`src/rtl/vcpu_defs_pkg.sv`:
```
// Shared definitions for the vcpu1 pipeline: datapath width, register-index
// width, ALU opcode encodings and the execute-stage divider FSM states.
package vcpu_defs;

    localparam int XLEN       = 32;
    localparam int REG_W      = 5;
    localparam int DIV_CYCLES = 32;

    typedef enum logic [4:0] {
        ALU_ADD  = 5'd0,
        ALU_SUB  = 5'd1,
        ALU_AND  = 5'd2,
        ALU_OR   = 5'd3,
        ALU_XOR  = 5'd4,
        ALU_NOR  = 5'd5,
        ALU_SLL  = 5'd6,
        ALU_SRL  = 5'd7,
        ALU_SRA  = 5'd8,
        ALU_SLT  = 5'd9,
        ALU_SLTU = 5'd10,
        ALU_LUI  = 5'd11,
        ALU_DIV  = 5'd12,
        ALU_DIVU = 5'd13,
        ALU_REM  = 5'd14,
        ALU_REMU = 5'd15
    } alu_op_e;

    typedef enum logic [1:0] {
        IDLE = 2'd0,
        BUSY = 2'd1,
        DONE = 2'd2
    } div_state_e;

endpackage

```
`src/rtl/ex_stage_divider.sv`:
```
// ex_divider: unsigned restoring divider, one quotient bit per cycle.
// A start pulse loads the operands; done pulses for one cycle once the last
// bit is produced, and quotient/remainder hold until the next start.
module ex_divider
    import vcpu_defs::*;
#(
    parameter int W      = vcpu_defs::XLEN,
    parameter int CYCLES = vcpu_defs::DIV_CYCLES
) (
    input  logic         clk,
    input  logic         rst,
    input  logic         start,
    input  logic         abort,
    input  logic [W-1:0] dividend,
    input  logic [W-1:0] divisor,
    output logic         busy,
    output logic         done,
    output logic [W-1:0] quotient,
    output logic [W-1:0] remainder
);

    localparam int CW = $clog2(CYCLES + 1);
    localparam logic [CW-1:0] LAST = CW'(CYCLES - 1);

    logic [W-1:0]  dvsr;
    logic [CW-1:0] cnt;
    logic [W:0]    shifted;
    logic [W:0]    diff;
    logic          fits;

    // One restoring step: shift in the next dividend bit and trial-subtract.
    always_comb begin
        shifted = {remainder, quotient[W-1]};
        diff    = shifted - {1'b0, dvsr};
        fits    = (shifted >= {1'b0, dvsr});
    end

    // Iteration registers; the quotient register doubles as the dividend shifter.
    always_ff @(posedge clk or posedge rst) begin
        // NOTE: state registers use non-blocking assignments so every flop
        // samples the pre-edge values regardless of statement order.
        if (rst) begin
            dvsr      <= '0;
            cnt       <= '0;
            busy      <= 1'b0;
            done      <= 1'b0;
            quotient  <= '0;
            remainder <= '0;
        end else if (abort) begin
            busy <= 1'b0;
            done <= 1'b0;
        end else if (start) begin
            dvsr      <= divisor;
            quotient  <= dividend;
            remainder <= '0;
            cnt       <= '0;
            busy      <= 1'b1;
            done      <= 1'b0;
        end else if (busy) begin
            remainder <= fits ? diff[W-1:0] : shifted[W-1:0];
            quotient  <= {quotient[W-2:0], fits};
            cnt       <= cnt + 1'b1;
            if (cnt == LAST) begin
                busy <= 1'b0;
                done <= 1'b1;
            end
        end else begin
            done <= 1'b0;
        end
    end

endmodule

```
`src/rtl/ex_stage.sv`:
```
// ex_stage: execute stage of the vcpu1 pipeline. Single-cycle ALU ops are
// registered with latency 1. With EX_STAGE_DIV_EN defined, DIV/DIVU/REM/REMU
// run on an iterative divider and stall upstream; without it those opcodes
// behave as undefined ops.
module ex_stage
    import vcpu_defs::*;
#(
    parameter int XLEN       = vcpu_defs::XLEN,
    parameter int DIV_CYCLES = vcpu_defs::DIV_CYCLES
) (
    input  logic            clk,
    input  logic            rst,
    input  logic            in_valid,
    input  logic [4:0]      aluop,
    input  logic [XLEN-1:0] op1,
    input  logic [XLEN-1:0] op2,
    input  logic [4:0]      in_wd,
    input  logic            in_wreg,
    input  logic            flush,
    output logic            stall_req,
    output logic            out_valid,
    output logic [XLEN-1:0] out_result,
    output logic [4:0]      out_wd,
    output logic            out_wreg
);

    if (DIV_CYCLES != XLEN) begin : g_bad_cfg
        $error("ex_stage: DIV_CYCLES must equal XLEN");
    end

    logic [XLEN-1:0] alu_res;
    logic            alu_def;
    logic            accept_alu;
    logic            div_fast;
    logic [XLEN-1:0] div_fast_res;
    logic            div_finish;
    logic [XLEN-1:0] div_final_res;
    logic [4:0]      div_wd;
    logic            div_wreg;
    logic            nxt_valid;
    logic [XLEN-1:0] nxt_result;
    logic [4:0]      nxt_wd;
    logic            nxt_wreg;

    // Single-cycle ALU; anything not listed is an undefined opcode.
    always_comb begin
        // NOTE: every combinational output gets a default first so no path
        // through the case leaves it unassigned (which would infer a latch).
        alu_res = '0;
        alu_def = 1'b1;
        case (aluop)
            ALU_ADD:  alu_res = op1 + op2;
            ALU_SUB:  alu_res = op1 - op2;
            ALU_AND:  alu_res = op1 & op2;
            ALU_OR:   alu_res = op1 | op2;
            ALU_XOR:  alu_res = op1 ^ op2;
            ALU_NOR:  alu_res = ~(op1 | op2);
            ALU_SLL:  alu_res = op1 << op2[4:0];
            ALU_SRL:  alu_res = op1 >> op2[4:0];
            ALU_SRA:  alu_res = $unsigned($signed(op1) >>> op2[4:0]);
            ALU_SLT:  alu_res = {{(XLEN-1){1'b0}}, ($signed(op1) < $signed(op2))};
            ALU_SLTU: alu_res = {{(XLEN-1){1'b0}}, (op1 < op2)};
            ALU_LUI:  alu_res = {op2[15:0], 16'h0000};
            default:  alu_def = 1'b0;
        endcase
    end

`ifdef EX_STAGE_DIV_EN
    localparam logic [XLEN-1:0] INT_MIN = {1'b1, {(XLEN-1){1'b0}}};

    div_state_e      state, state_nxt;
    logic            is_div_op, op_signed, op_rem;
    logic            div_by_zero, div_ovf, div_start;
    logic [XLEN-1:0] abs1, abs2;
    logic            q_neg, r_neg, sel_rem;
    logic            dv_busy, dv_done;
    logic [XLEN-1:0] dv_quo, dv_rem;

    // Decode divide ops, detect the single-cycle special cases, form magnitudes.
    always_comb begin
        is_div_op   = (aluop == ALU_DIV) || (aluop == ALU_DIVU) ||
                      (aluop == ALU_REM) || (aluop == ALU_REMU);
        op_signed   = (aluop == ALU_DIV) || (aluop == ALU_REM);
        op_rem      = (aluop == ALU_REM) || (aluop == ALU_REMU);
        div_by_zero = (op2 == '0);
        div_ovf     = op_signed && (op1 == INT_MIN) && (op2 == '1);
        abs1        = (op_signed && op1[XLEN-1]) ? -op1 : op1;
        abs2        = (op_signed && op2[XLEN-1]) ? -op2 : op2;
        if (div_by_zero)
            div_fast_res = op_rem ? op1 : '1;
        else
            div_fast_res = op_rem ? '0 : INT_MIN;
    end

    // Divider FSM next state and stall; flush overrides everything.
    always_comb begin
        state_nxt = state;
        div_start = 1'b0;
        stall_req = 1'b0;
        case (state)
            IDLE: if (in_valid && is_div_op && !div_by_zero && !div_ovf) begin
                div_start = 1'b1;
                stall_req = 1'b1;
                state_nxt = BUSY;
            end
            BUSY: begin
                stall_req = 1'b1;
                if (dv_done) state_nxt = DONE;
            end
            DONE: begin
                stall_req = 1'b1;
                state_nxt = IDLE;
            end
            default: state_nxt = IDLE;
        endcase
        if (flush) begin
            state_nxt = IDLE;
            div_start = 1'b0;
            stall_req = 1'b0;
        end
        if (rst) stall_req = 1'b0;
    end

    // FSM state and the per-division context captured at accept.
    always_ff @(posedge clk or posedge rst) begin
        if (rst) begin
            state    <= IDLE;
            q_neg    <= 1'b0;
            r_neg    <= 1'b0;
            sel_rem  <= 1'b0;
            div_wd   <= '0;
            div_wreg <= 1'b0;
        end else begin
            state <= state_nxt;
            if (div_start) begin
                q_neg    <= op_signed && (op1[XLEN-1] ^ op2[XLEN-1]);
                r_neg    <= op_signed && op1[XLEN-1];
                sel_rem  <= op_rem;
                div_wd   <= in_wd;
                div_wreg <= in_wreg;
            end
        end
    end

    ex_divider #(.W(XLEN), .CYCLES(DIV_CYCLES)) u_div (
        .clk       (clk),
        .rst       (rst),
        .start     (div_start),
        .abort     (flush),
        .dividend  (abs1),
        .divisor   (abs2),
        .busy      (dv_busy),
        .done      (dv_done),
        .quotient  (dv_quo),
        .remainder (dv_rem)
    );

    // Hand-off signals to the output register, with sign correction in DONE.
    always_comb begin
        accept_alu    = in_valid && (state == IDLE) && !is_div_op;
        div_fast      = in_valid && (state == IDLE) && is_div_op && (div_by_zero || div_ovf);
        div_finish    = (state == DONE) && !dv_busy;
        div_final_res = sel_rem ? (r_neg ? -dv_rem : dv_rem)
                                : (q_neg ? -dv_quo : dv_quo);
    end
`else
    assign stall_req     = 1'b0;
    assign accept_alu    = in_valid;
    assign div_fast      = 1'b0;
    assign div_fast_res  = '0;
    assign div_finish    = 1'b0;
    assign div_final_res = '0;
    assign div_wd        = '0;
    assign div_wreg      = 1'b0;
`endif

    // Next output values; flush discards whatever completes this cycle.
    always_comb begin
        nxt_valid  = 1'b0;
        nxt_result = out_result;
        nxt_wd     = out_wd;
        nxt_wreg   = 1'b0;
        if (!flush) begin
            if (accept_alu) begin
                nxt_valid  = 1'b1;
                nxt_result = alu_def ? alu_res : '0;
                nxt_wd     = in_wd;
                nxt_wreg   = in_wreg && alu_def;
            end else if (div_fast) begin
                nxt_valid  = 1'b1;
                nxt_result = div_fast_res;
                nxt_wd     = in_wd;
                nxt_wreg   = in_wreg;
            end else if (div_finish) begin
                nxt_valid  = 1'b1;
                nxt_result = div_final_res;
                nxt_wd     = div_wd;
                nxt_wreg   = div_wreg;
            end
        end
    end

    // Registered result for MEM/WB.
    always_ff @(posedge clk or posedge rst) begin
        if (rst) begin
            out_valid  <= 1'b0;
            out_result <= '0;
            out_wd     <= '0;
            out_wreg   <= 1'b0;
        end else begin
            out_valid  <= nxt_valid;
            out_result <= nxt_result;
            out_wd     <= nxt_wd;
            out_wreg   <= nxt_wreg;
        end
    end

endmodule

```
`config.mk`:
```
export PLATFORM = sky130hd
export DESIGN_NAME = ex_stage
export DESIGN_NICKNAME = d
export VERILOG_FILES = /design/src/rtl/vcpu_defs_pkg.sv /design/src/rtl/ex_stage_divider.sv /design/src/rtl/ex_stage.sv
export SDC_FILE = /design/constraint.sdc
export NUM_CORES = 1
export LEC_CHECK = 0
export CAP_MARGIN = 20
export CORE_MARGIN = 4
export CORE_UTILIZATION = 60
export CTS_BUF_LIST = sky130_fd_sc_hd__clkbuf_4 sky130_fd_sc_hd__clkbuf_8 sky130_fd_sc_hd__clkbuf_16
export DETAILED_ROUTE_END_ITERATION = 8
export PLACE_DENSITY = 0.93
export SLEW_MARGIN = 20
export SYNTH_ARGS = -nofsm -noshare
export SYNTH_HDL_FRONTEND = slang
export SYNTH_SLANG_ARGS = --single-unit
```
`constraint.sdc`:
```
create_clock -name clk -period 1.87 [get_ports clk]
set_input_delay 0.561 -clock clk [delete_from_list [all_inputs] [get_ports clk]]
set_output_delay 0.561 -clock clk [all_outputs]
set_load 0.005 [all_outputs]
```
==> impl_metrics.csv, run 1 <==
group,metric,value,unit
status,status,"stopped before the end",
status,stop_stage,"4_1_cts",
status,error_line,"[ERROR DPL-0038] Utilization greater than 100%, impossible to legalize",
synthesis,yosysTopAreaCellShare,12.5,%
synthesis,synthArstFlopShare,100,%
clock_tree,ctsResizeCount,767,
die,die_h,140,um
place,placed_cell_area,15600,um^2
place,dpl_worst_slack,-2.09,ns
clock_tree,root_buffer,"clkbuf_16",
die,pin_count,119,
synthesis,synthTopCellsByArea,"ha_1 12%, dfrtp_1 9.3%, a21oi_1 7.3%",
die,start_util,62.1,%
place,io_buffers,117,
synthesis,yosysMostFrequentCell,"nor2_1",
synthesis,seq_area_frac_synth,9.34,%
clock_tree,post_cts_buffers,120,
clock_tree,cts_max_level,2,
clock_tree,cts_buffer_depth,2,
die,rows,47,
clock_tree,cts_buffers,5,
synthesis,synthFlopType,"dfrtp_1",
die,die_w,140,um
synthesis,syn_area,10500,um^2
synthesis,synth_cell_type_count,84,
synthesis,synth_edf_count,0,
synthesis,netlist_top_cells_count,"176 x nor2_1, 153 x a21oi_1, 127 x nand2_1, 122 x o21ai_0, 104 x ha_1",
synthesis,syn_avg_cell_area,6.99,um^2
synthesis,ys_seq_elements,39,
synthesis,ys_warn_count,0,
synthesis,yosysTopAreaCell,"ha_1",
clock_tree,ctsHoldBuffers,0,
synthesis,syn_nets,1680,
clock_tree,clock_sinks,39,
synthesis,syn-instance-count,1495,
place,hpwl,53.4,mm
place,gp_congestion,1.35,
-- kinds of logic after synthesis --
family | count (synthesis) | synth area share, %
buf+inv | 217 | 8.48
flops | 39 | 9.34
fa+ha+maj | 106 | 12.8
compound gates | 571 | 36.0
xor+xnor | 3 | 0.251
simple gates | 462 | 19.9
other cells | 1 | 0.0359
mux | 96 | 13.2
-- stage by stage --
stage / cells / setup TNS, ns
3_5_place_dp: 2239 / -59.80
2_1_floorplan: 1495 / -30.21
3_3_place_gp: 2239 / -49.56
==> inputs of run 2 (changes only) <==
--- a/config.mk
+++ b/config.mk
@@ -7,10 +7,9 @@
 export LEC_CHECK = 0
 export CAP_MARGIN = 20
 export CORE_MARGIN = 4
-export CORE_UTILIZATION = 60
-export CTS_BUF_LIST = sky130_fd_sc_hd__clkbuf_4 sky130_fd_sc_hd__clkbuf_8 sky130_fd_sc_hd__clkbuf_16
+export CORE_UTILIZATION = 40
 export DETAILED_ROUTE_END_ITERATION = 8
-export PLACE_DENSITY = 0.93
+export PLACE_DENSITY_LB_ADDON = 0.15
 export SLEW_MARGIN = 20
 export SYNTH_ARGS = -nofsm -noshare
 export SYNTH_HDL_FRONTEND = slang
==> impl_metrics.csv, run 2 <==
group,metric,value,unit
synthesis,synthFlopType,"dfrtp_1",
drt,num_vias,16398,
worst_setup_path,crit_arrival,3.02,ns
timing,setup_viol,33,
die,dieArea,28800,um^2
clock_tree,clock_sinks,39,
synthesis,yosysTopAreaCellShare,12.5,%
worst_setup_path,reg2regPathDepth,8,
worst_setup_path,critPathRequiredTime,2.07,ns
timing,hold_viol,0,
power_and_ir_drop,ir_worst_vdd,0.000387,V
grt,grt_pass1_vias,15712,
synthesis,syn_nets,1680,
grt,grt.total_usage,43.4,%
synthesis,synth_edf_count,0,
layout,layout_common_cells,"588 x buf_4, 158 x nor2_1, 118 x nand2_1",
synthesis,ys_warn_count,0,
synthesis,yosysMostFrequentCell,"nor2_1",
synthesis,ys_seq_elements,39,
clock_tree,cts_max_level,2,
worst_setup_path,cp_max_fo,5,
grt,grt_first_pass_wirelength,96.0,mm
worst_setup_path,path_cells,"buf_2 -> inv_2 -> ha_4 -> nor4_2 -> buf_4 -> nand3_4 -> a31oi_4 -> o2bb2ai_4 -> o22a_1 -> a21oi_2 -> o21a_1 -> a211o_1 -> a221o_1",
worst_setup_path,cp_top_family,"compound AO/OA/AOI/OAI gates",
min_path,min_path_type,"reg -> reg",
worst_setup_path,crit_type,"in -> reg",
synthesis,yosysTopAreaCell,"ha_1",
timing,rsz0062_at_grt,"true",
clock_tree,clock_latency,0.31,ns
drt,routed_wl,67.5,mm
die,die_w,170,um
clock_tree,ctsHoldBuffers,0,
job,maxCapViolations,0,
layout,reg_top3,"out_result x32, out_wd x5",
timing,finalMaxSlewViolations,0,
layout,utilization,77.8,%
layout,top_register,"out_result",
worst_setup_path,cpPeakStageDelay,0.28,ns
timing,fin_skew,0,ns
grt,antenna_found_initial,1,
place,hpwl,49.8,mm
die,rows,58,
drt,ant_nets,0,
synthesis,syn_area,10500,um^2
power_and_ir_drop,total_power,7.78,mW
clock_tree,cts_buffer_depth,2,
status,status,"finished, violations left",
die,pin_count,119,
clock_tree,cts_buffers,5,
clock_tree,cts_tree,"built",
synthesis,synth_cell_type_count,84,
min_path,hold_depth,2,
drt,drt_iter0_drc,2339,
layout,largest_register_ffs,32,
synthesis,synthArstFlopShare,100,%
timing,slew_headroom,48.9,%
drt,post_drt_wl_per_cell,26.7,um
worst_setup_path,critPathBufInv,3,
layout,nFillCells,1737,
clock_tree,path_clk_slew,0.07,ns
worst_setup_path,start_kind,"primary input",
layout,final_common_cell,"buf_4",
timing,finalCritPeriodShare,151,%
grt,grt_start_max_net_pins,78,
timing,fin_crit,2.83,ns
layout,multiInputGateArea,10900,um^2
synthesis,synthTopCellsByArea,"ha_1 12%, dfrtp_1 9.3%, a21oi_1 7.3%",
grt,gr-total-overflow,0,
worst_setup_path,setup.worst_path.end_class,"flop",
timing,max_freq,354,MHz
timing,max_slew.worst_pin.slew,0.762,ns
drt,post_drt_via_cell_ratio,6.49,
drt,drc_errors,0,
clock_tree,root_buffer,"clkbuf_16",
die,coreArea,25500,um^2
layout,area_growth,89.7,%
drt,firstDrtPassIters,6,
synthesis,seq_area_frac_synth,9.34,%
layout,drive_gt1_share,53.8,%
timing,layout_setup_ws,-0.957,ns
synthesis,syn-instance-count,1495,
place,gp_congestion,1.08,
synthesis,syn_avg_cell_area,6.99,um^2
layout,nets,2379,
die,start_util,41.0,%
layout,seqCellArea,977,um^2
power_and_ir_drop,powerDensity,392,nW/um^2
die,die_h,170,um
place,io_buffers,117,
status,failed_checks,"negative setup slack",
worst_setup_path,crit_cells,13,
synthesis,netlist_top_cells_count,"176 x nor2_1, 153 x a21oi_1, 127 x nand2_1, 122 x o21ai_0, 104 x ha_1",
worst_setup_path,cp_slowest_cell,"a221o_1",
power_and_ir_drop,cellLeakagePower,8.74,nW
==> run 2: cell families after synthesis <==
logic type                 count (synthesis)  share of synthesized area, %
DFF                                       39                          9.34
and+or+nand+nor                          462                          19.9
adders and majority gates                106                          12.8
muxes                                     96                          13.2
xor gates and xnor gates                   3                         0.251
AOI/OAI and AO/OA                        571                          36.0
other                                      1                        0.0359
buffers and inverters                    217                          8.48
==> run 2: through the flow <==
stage / setup TNS, ns / setup WS, ns / hold slack, ns / instance area, um^2 / cells
after floorplan: -30.21 / -1.32 / 0.470 / 10800 / 1495
after global placement: -54.10 / -2.10 / 0.461 / 16300 / 2403
after detailed placement: -55.97 / -1.94 / 0.470 / 16300 / 2403
after CTS: -23.91 / -0.887 / 0.486 / 18800 / 2490
after global routing: -28.61 / -1.02 / 0.500 / 19800 / 2525
final: -26.59 / -0.957 / 0.484 / 19800 / 2526
==> run 2: per-layer routing <==
layer,routed length (um),GRT usage (%),vias to the layer above
met4,6270,29.2,2
met3,7690,8.76,368
met2,29000,67.2,1268
met1,24500,54.5,7762
met5,10,0,-
li1,-,-,6998
==> run 2: timing repair <==
item / 4_1_cts / 5_1_grt
endpoints found under the setup margin: 35 / 39
resized for setup: 590 / 199
hold endpoints to repair: 0 / 0
pin swaps: 163 / 136
cloned: 3 / 3
setup buffers: 81 / 42
==> run 2: cell type report <==
class / count / share of cell area [%]
Multi-Input combinational cell: 1239 / 54.8
Timing Repair Buffer: 806 / 35.2
Sequential cell: 39 / 4.93
Inverter: 103 / 2.27
Tap cell: 330 / 2.08
Clock buffer: 5 / 0.631
Clock inverter: 3 / 0.120
Antenna cell: 1 / 0.0126
==> run 2: where the power goes <==
part	internal, mW	total, mW	switching (mW)	leakage [nW]
logic	2.84	5.82	2.98	8.16
clock network	0.502	0.965	0.463	0.0664
registers	0.927	0.995	0.0688	0.512
==> run 2: worst min-delay path, delay by kind of cell (launching register included) <==
kind	cells	cell delay (ns)
flip-flops	1	0.34
AND/OR/NAND/NOR	1	0.05
AO/OA/AOI/OAI	1	0.06
==> run 2: path summary, 6_finish.rpt <==
| check | startpoint | end | slack [ns] |
|---|---|---|---|
| min in group asynchronous | rst | out_wd[0] | 0.59 |
| min reg2reg | out_result[19] | out_result[19] | 0.48 |
| max in group asynchronous | rst | out_result[23] | 1.09 |
| max reg2reg | out_result[26] | out_result[26] | -0.05 |
| max | op2[9] | out_result[21] | -0.96 |
| min | out_result[19] | out_result[19] | 0.48 |
No activity file was read; power rests on OpenSTA's default activity.
